File: config.mk
export PLATFORM = sky130hd
export DESIGN_NAME = instr_fetch_unit
export DESIGN_NICKNAME = d
export VERILOG_FILES = /design/src/rtl/instr_fetch_unit.sv
export SDC_FILE = /design/constraint.sdc
export NUM_CORES = 1
export LEC_CHECK = 0
export BUFFER_PORTS_ARGS = -buffer_cell sky130_fd_sc_hd__buf_2
export CELL_PAD_IN_SITES_DETAIL_PLACEMENT = 0
export CELL_PAD_IN_SITES_GLOBAL_PLACEMENT = 1
export CORE_ASPECT_RATIO = 1.75
export CORE_MARGIN = 5
export CORE_UTILIZATION = 45
export CTS_BUF_LIST = sky130_fd_sc_hd__clkbuf_2 sky130_fd_sc_hd__clkbuf_4 sky130_fd_sc_hd__clkbuf_8
export CTS_CLUSTER_DIAMETER = 80
export CTS_CLUSTER_SIZE = 16
export DETAILED_ROUTE_END_ITERATION = 16
export PLACE_DENSITY_LB_ADDON = 0.25
export SLEW_MARGIN = 20
export SYNTH_ARGS = -nofsm -noshare
export SYNTH_HDL_FRONTEND = slang
export SYNTH_SLANG_ARGS = --single-unit
export TNS_END_PERCENT = 1
File: constraint.sdc
create_clock -name clk -period 4.2 [get_ports clk]
set_clock_uncertainty 0.05 [all_clocks]
set_input_delay 0.21 -clock clk [delete_from_list [all_inputs] [get_ports clk]]
set_output_delay 0.21 -clock clk [all_outputs]
set_load 0.01 [all_outputs]
File: src/rtl/instr_fetch_unit.sv
// Fetch stage: owns the fetch PC, requests words from instruction memory, buffers them in a prefetch FIFO.
// Optional macro FETCH_BYPASS_EN forwards an ack straight to the datapath when the FIFO is empty.
module instr_fetch_unit #(
  parameter int          DEPTH    = 4,
  parameter logic [15:0] RESET_PC = 16'h0000
) (
  input  logic        clk,
  input  logic        rst_n,
  output logic        imem_req,
  output logic [15:0] imem_addr,
  input  logic        imem_ack,
  input  logic [15:0] imem_rdata,
  output logic        instr_valid,
  output logic [15:0] instr,
  output logic [15:0] instr_pc,
  input  logic        instr_ready,
  input  logic        redirect,
  input  logic [15:0] redirect_pc
);

  localparam int AW = (DEPTH > 1) ? $clog2(DEPTH) : 1;
  localparam int CW = AW + 1;
  localparam logic [CW-1:0] DEPTH_C = CW'(DEPTH);

  typedef enum logic [1:0] {
    IDLE    = 2'd0,
    REQ     = 2'd1,
    DISCARD = 2'd2
  } state_t;

  state_t        state_q, state_d;
  logic [15:0]   fetch_pc_q, fetch_pc_d;
  logic [15:0]   hold_addr_q, hold_addr_d;
  logic [CW-1:0] count_q, count_d;
  logic [AW-1:0] rd_ptr_q, rd_ptr_d;
  logic [AW-1:0] wr_ptr_q, wr_ptr_d;
  logic [15:0]   mem_instr_q [DEPTH];
  logic [15:0]   mem_pc_q    [DEPTH];

  logic fifo_valid;
  logic ack_live;
  logic bypass_taken;
  logic push;
  logic pop;

  assign fifo_valid = (count_q != '0);
  assign ack_live   = imem_ack && (state_q == REQ);

  always_comb begin
    instr_valid  = fifo_valid;
    instr        = mem_instr_q[rd_ptr_q];
    instr_pc     = mem_pc_q[rd_ptr_q];
    bypass_taken = 1'b0;
`ifdef FETCH_BYPASS_EN
    // An empty FIFO lets the word being acked reach the datapath in the same cycle.
    if (!fifo_valid && ack_live && !redirect) begin
      instr_valid  = 1'b1;
      instr        = imem_rdata;
      instr_pc     = imem_addr;
      bypass_taken = instr_ready;
    end
`endif
  end

  assign push = ack_live && !redirect && !bypass_taken;
  assign pop  = fifo_valid && instr_ready && !redirect;

  always_comb begin
    count_d  = count_q;
    rd_ptr_d = rd_ptr_q;
    wr_ptr_d = wr_ptr_q;
    if (redirect) begin
      count_d  = '0;
      rd_ptr_d = '0;
      wr_ptr_d = '0;
    end else begin
      count_d = count_q + CW'(push) - CW'(pop);
      if (push) wr_ptr_d = wr_ptr_q + AW'(1);
      if (pop)  rd_ptr_d = rd_ptr_q + AW'(1);
    end
  end

  always_comb begin
    state_d     = state_q;
    fetch_pc_d  = fetch_pc_q;
    hold_addr_d = hold_addr_q;
    imem_req    = 1'b0;
    imem_addr   = fetch_pc_q;
    case (state_q)
      IDLE: begin
        if (redirect) begin
          fetch_pc_d = redirect_pc;
        end else if (count_q < DEPTH_C) begin
          state_d = REQ;
        end
      end
      REQ: begin
        imem_req = 1'b1;
        if (redirect) begin
          fetch_pc_d = redirect_pc;
          // The outstanding request must still complete before the new target goes out.
          if (!imem_ack) begin
            state_d     = DISCARD;
            hold_addr_d = fetch_pc_q;
          end
        end else if (imem_ack) begin
          fetch_pc_d = fetch_pc_q + 16'd1;
          if (count_d >= DEPTH_C) state_d = IDLE;
        end
      end
      DISCARD: begin
        imem_req  = 1'b1;
        imem_addr = hold_addr_q;
        if (redirect) fetch_pc_d = redirect_pc;
        if (imem_ack) state_d = REQ;
      end
      default: state_d = IDLE;
    endcase
  end

  always_ff @(posedge clk) begin
    if (!rst_n) begin
      state_q     <= IDLE;
      fetch_pc_q  <= RESET_PC;
      hold_addr_q <= RESET_PC;
      count_q     <= '0;
      rd_ptr_q    <= '0;
      wr_ptr_q    <= '0;
      for (int i = 0; i < DEPTH; i++) begin
        mem_instr_q[i] <= '0;
        mem_pc_q[i]    <= '0;
      end
    end else begin
      state_q     <= state_d;
      fetch_pc_q  <= fetch_pc_d;
      hold_addr_q <= hold_addr_d;
      count_q     <= count_d;
      rd_ptr_q    <= rd_ptr_d;
      wr_ptr_q    <= wr_ptr_d;
      if (push) begin
        mem_instr_q[wr_ptr_q] <= imem_rdata;
        mem_pc_q[wr_ptr_q]    <= imem_addr;
      end
    end
  end

endmodule

== Yosys cells after proc, flatten, opt, wreduce, memory -nomap -nowiden ==
Memory sizes are Yosys's and may differ from the RTL's. A register that Yosys moved wholly into a read port is not among the register bits.
Index checks and enable logic that the tools add are counted.
Operators by class
  add/sub/neg operators: 5
  order comparisons: 2
  equal/unequal tests: 9
  muxes and demuxes: 29
  bitwise gates (word level): 2
  reductions and logical operators: 16
Operators with widths (number)
  two-way mux 16 bit: 6
  case mux 16 bit (2 select lines): 1
  OR reduction 16 bit: 2
  two-way mux 2 bit: 13
  adder 16 x 1 -> 16 bit (second input constant): 1
  two-way mux 1 bit: 7
  != test 2 bit (second input constant): 3
  != test 3 bit (second input constant): 2
  case mux 2 bit (3 select lines): 1
  AND reduction 3 bit: 2
  AND reduction 6 bit: 1
  OR reduction 2 bit: 3
  adder 2 x 1 -> 2 bit (second input constant): 2
  logical AND 1 bit: 4
  adder 3 x 1 -> 3 bit: 1
  >= comparator 3 bit (second input constant): 1
  less-than comparator 3 bit (second input constant): 1
  two-way mux 3 bit: 1
  != test 3 x 2 -> 1 bit (second input constant): 1
  nonzero test 3 bit: 1
  subtractor 3 x 1 -> 3 bit: 1
  equality test 2 x 1 -> 1 bit (second input constant): 1
  equality test 2 bit (second input constant): 1
  logical NOT 2 bit: 1
  other kinds (4): 5
Storage, ports and cells
  register bits after elaboration: 41
  bits in writable memories: 128
  output and inout port bits: 50
  memories: 2
Memory list
  mem_instr_q: depth 4, width 16, read ports 1, clocked after Yosys merged registers in 1, write ports 4, RTL line 37  | logic [15:0] mem_instr_q [DEPTH];
  mem_pc_q: depth 4, width 16, read ports 1, clocked after Yosys merged registers in 1, write ports 4, RTL line 38  | logic [15:0] mem_pc_q [DEPTH];

== Longest topological paths before layout ==
  depth after elaboration: 11
  depth in mapped cells: 14
  mapped depth without buffers: 13

== Least setup slack after synthesis ==
No wires, ideal clock.
  path kind: register to register
  from: reg state_q[0]
  to: mem mem_instr_q[1][0] (enable)
  setup time: 0.466 ns
  data arrival time: 3.490 ns
  data required time: 3.684 ns
  path slack: 0.195 ns
  stages on the path, launching flop included: 6
  clock period less this slack: 4.005 ns
  path through: dfxtp_1 -> ha_1 -> and3b_1 -> clkbuf_1 -> nand2_1 -> o21ai_0
RTL lines
  start: declaration: RTL line 31  | state_t state_q, state_d;
  start signal: assignment: RTL line 134  | state_q <= state_d;
  end: declaration: RTL line 37

== Final worst setup path ==
  from: reg state_q[0]
  to: reg state_q[1]
Between the ends
  word-level cells in the longest chain between the ends: 9
  elaborated cells between the ends (all ways): 17
Ends and longest elaborated chain
  equality test 2 x 1 -> 1 bit: RTL line 47, 89
  logical AND 1 bit: RTL line 47  | assign ack_live = imem_ack && (state_q == REQ);
  logical AND 1 bit: RTL line 65  | assign push = ack_live && !redirect && !bypass_taken;
  adder 3 x 1 -> 3 bit: RTL line 77  | count_d = count_q + CW'(push) - CW'(pop);
  subtractor 3 x 1 -> 3 bit: RTL line 77
  two-way mux 3 bit: RTL line 72  | if (redirect) begin
  >= comparator 3 bit: RTL line 108  | if (count_d >= DEPTH_C) state_d = IDLE;
  != test 3 x 2 -> 1 bit (no line)
  AND reduction 6 bit (no line)
Several ways; a longest one is shown, not always the timed one.
A chain may end at the register's enable or synchronous reset.

==> impl_metrics.yaml <==
floorplan:
  rows: 63
  dieArea_sq_um: 20200
  die_w_um: 110
  ioPinCount: 87
  die_h_um: 184
  core-area_sq_um: 17000
  start_util_pct: 45.9
drt:
  antenna_left: 0
  wirelength_um: 17600
  wl_per_cell_um: 18.4
  drt_first_pass_iters: 5
  avgViaCountPerCell: 5.37
  vias: 5137
  drt_first_iter_violations: 257
  drc: 0
grt:
  grt_pass1_vias: 5427
  grt_pass1_wl_um: 27600
  overflow: 0
  grt_use_total_pct: 18.2
  antenna_found_initial: 0
  grt_max_degree: 40
critical_path:
  r2r-start: "state_q[0]"
  crit_type: "reg -> reg"
  crit_start: "state_q[0]"
  required_ns: 4.54
  critPathCaptureType: "flip-flop"
  crit_arrival_ns: 3.43
  rrSetupSlack_ns: 1.11
  rr_endpoint: "state_q[1]"
  start_kind: "flip-flop"
  critPathCapture: "state_q[1]"
  worstPathMaxFanout: 20
  worst-r2r-cell-count: 13
sta:
  worst_pin_slew_ns: 1.08
  slew_headroom_pct: 27.9
  min_period_over_period_pct: 73.6
  min_period_ns: 3.09
  setup_ws_ns: 1.11
  slew_viol_final: 0
  tns_ns: 0
  rsz0062_at_grt: "no"
  fmax_ghz: 0.323
  finalSetupViolCount: 0
  hold_ws_ns: 0.0210
  finalHoldViolCount: 0
power_and_ir_drop:
  switching_share_pct: 29.6
  power_density_nw_per_um2: 441
  vdd_drop_max_mv: 0.237
  pwr-share-clk_pct: 30.9
  p_seq_share_pct: 51.5
  p_leak_nw: 3.48
  total_power_mw: 3.96
  p_sw_mw: 1.17
  power.internal_mw: 2.79
  power_frac_comb_pct: 17.7
synth:
  avgSynthCellArea_sq_um: 12.4
  syn_nets: 675
  netlist_instances: 630
  ys_types: 59
  synth_edf_count: 128
  yosysSeqAreaShare_pct: 60.3
  mappedNetlistArea_sq_um: 7810
  ys_warn_count: 0
  synth_seq_cells: 171
  async_flop_share_pct: 0
  synth_flop_cell: "edfxtp_1"
clock_network:
  clk_pin_slew_ns: 0.09
  cts_tree: "built"
  clk_latency_ns: 0.46
  cts_setup_buffers: 0
  clkSinkCount: 171
  ctsLongestPathBuffers: 2
  cts_buffers: 17
  htreeDepth: 4
  root_buffer: "clkbuf_8"
hold_path:
  hold_path_class: "in -> reg"
placement:
  hpwl_um: 12200
  dpl_worst_slack_ns: 1.11
  gp_congestion: 0.800
  dpl_cell_area_sq_um: 8390
  io_buffers: 86
outcome:
  run_status: "complete, no violations"
run:
  cap_viol_max_count: 0
cells_and_area:
  fin_area_sq_um: 8970
  n_antenna_cell: 0
  drive_gt1_share_pct: 23.3
  syn_to_final_growth_pct: 14.9
  nNetsFinal: 762
final cells by class:
class                   count  area, sq um
clock inverters            15          185
inverters                  23         86.3
well taps                 227          284
clock buffers              17          234
repair buffers            113          673
multi-input cells         391         2810
flip-flops and latches    171         4710
fillers                  1518         8050
routing by layer:
layer	global-route usage, %	share of wire, %
met1	18.2	36
met5	0	0
met2	36.1	57
met4	6.39	2.1
met3	3.43	4.7
through the flow:
stage          instances  utilization (%)
2_1_floorplan        630                -
3_3_place_gp         909             49.3
3_5_place_dp         909             49.3
4_1_cts              957             52.7
5_1_grt              957             52.7
6_report             957             52.7
registers in the layout, summed over array words and instances, names as in the netlist, named ones only:
signal	cells
state_q	2
mem_pc_q	64
rd_ptr_q	2
mem_instr_q	64
fetch_pc_q	16
hold_addr_q	16
count_q	3
wr_ptr_q	2
repair_timing:
action / CTS / global route
hold buffers: 16 / 0
hold endpoints to repair: 20 / 0
gates resized for setup: 0 / 0
layout by cell type, fill, tap and decap left out, types with 5 or more instances in the layout:
cell / instances
edfxtp_1: 128
buf_2: 86
nor2_1: 84
nand2_1: 58
dfxtp_1: 42
and2_1: 40
and3_1: 33
mux4_2: 32
a21oi_1: 24
inv_1: 23
mux2i_1: 20
clkbuf_8: 17
dlygate4sd3_1: 16
o21ai_0: 14
buf_4: 11
nand3_1: 9
nor3_1: 7
ha_1: 7
inv_6: 6
a31oi_1: 5
cells by family after synthesis:
family,after synthesis,share of synthesized area (%)
buffers and inverters,68,3.86
xor gates and xnor gates,5,0.737
DFF,171,60.3
AOI/OAI and AO/OA,65,5.34
muxes,52,11.8
adders and majority gates,8,1.38
and+or+nand+nor,261,16.6
cell usage after synthesis (2+ instances only):
cell type  number  share of area, %
o221ai_1        2              0.22
ha_1            7               1.1
edfxtp_1      128                49
a21oi_1        24               1.5
nor3_1          7              0.45
inv_1          23               1.1
nand4_1         4              0.32
and2_1         40               3.2
buf_2          11              0.71
clkbuf_2        2              0.13
clkbuf_1       26               1.2
xnor2_1         3              0.34
or3_1           4              0.32
nand3_1         9              0.58
a22o_1          2              0.22
and4_1          3              0.34
mux2i_1        20               2.6
buf_6           4              0.58
o21ai_0        15              0.96
and3b_1         2              0.22
nor2_1         84               4.0
a311oi_1        2              0.22
nor4_1          3              0.24
a32o_1          3              0.38
dfxtp_1        43                11
mux4_2         32               9.2
buf_1           2             0.096
a31oi_1         5              0.40
and3_1         33               2.6
nand2_1        58               2.8
critical path, stage by stage, from the launching register on:
cell and delay [ns]:
dfxtp_1 0.47, ha_1 0.33, and3b_1 0.19, buf_4 0.22
inv_1 0.07, ha_1 0.29, inv_1 0.06, ha_1 0.14
inv_1 0.05, fa_1 0.37, xnor3_1 0.23, nor2_1 0.05
o211ai_1 0.29, mux2i_1 0.22
power groups by stage:
stage	Sequential [mW]	Clock, mW	Combinational [mW]
floorplan	2.02	0	0.515
global placement	2.06	0	0.683
detailed placement	2.08	0	0.696
CTS	2.04	1.25	0.710
global route	2.05	1.31	0.776
finish	2.04	1.22	0.700
worst min path at each step:
stage / from / depth (start not counted) / endpoint
after CTS: imem_rdata[0] / 2 / mem_instr_q[0][0]
after global routing: imem_rdata[0] / 2 / mem_instr_q[0][0]
after floorplan: redirect_pc[1] / 2 / fetch_pc_q[1]
after detailed placement: hold_addr_q[15] / 2 / hold_addr_q[15]
after global placement: hold_addr_q[1] / 2 / hold_addr_q[1]
final: imem_rdata[7] / 2 / mem_instr_q[1][7]
No activity file was read; power rests on OpenSTA's default activity.
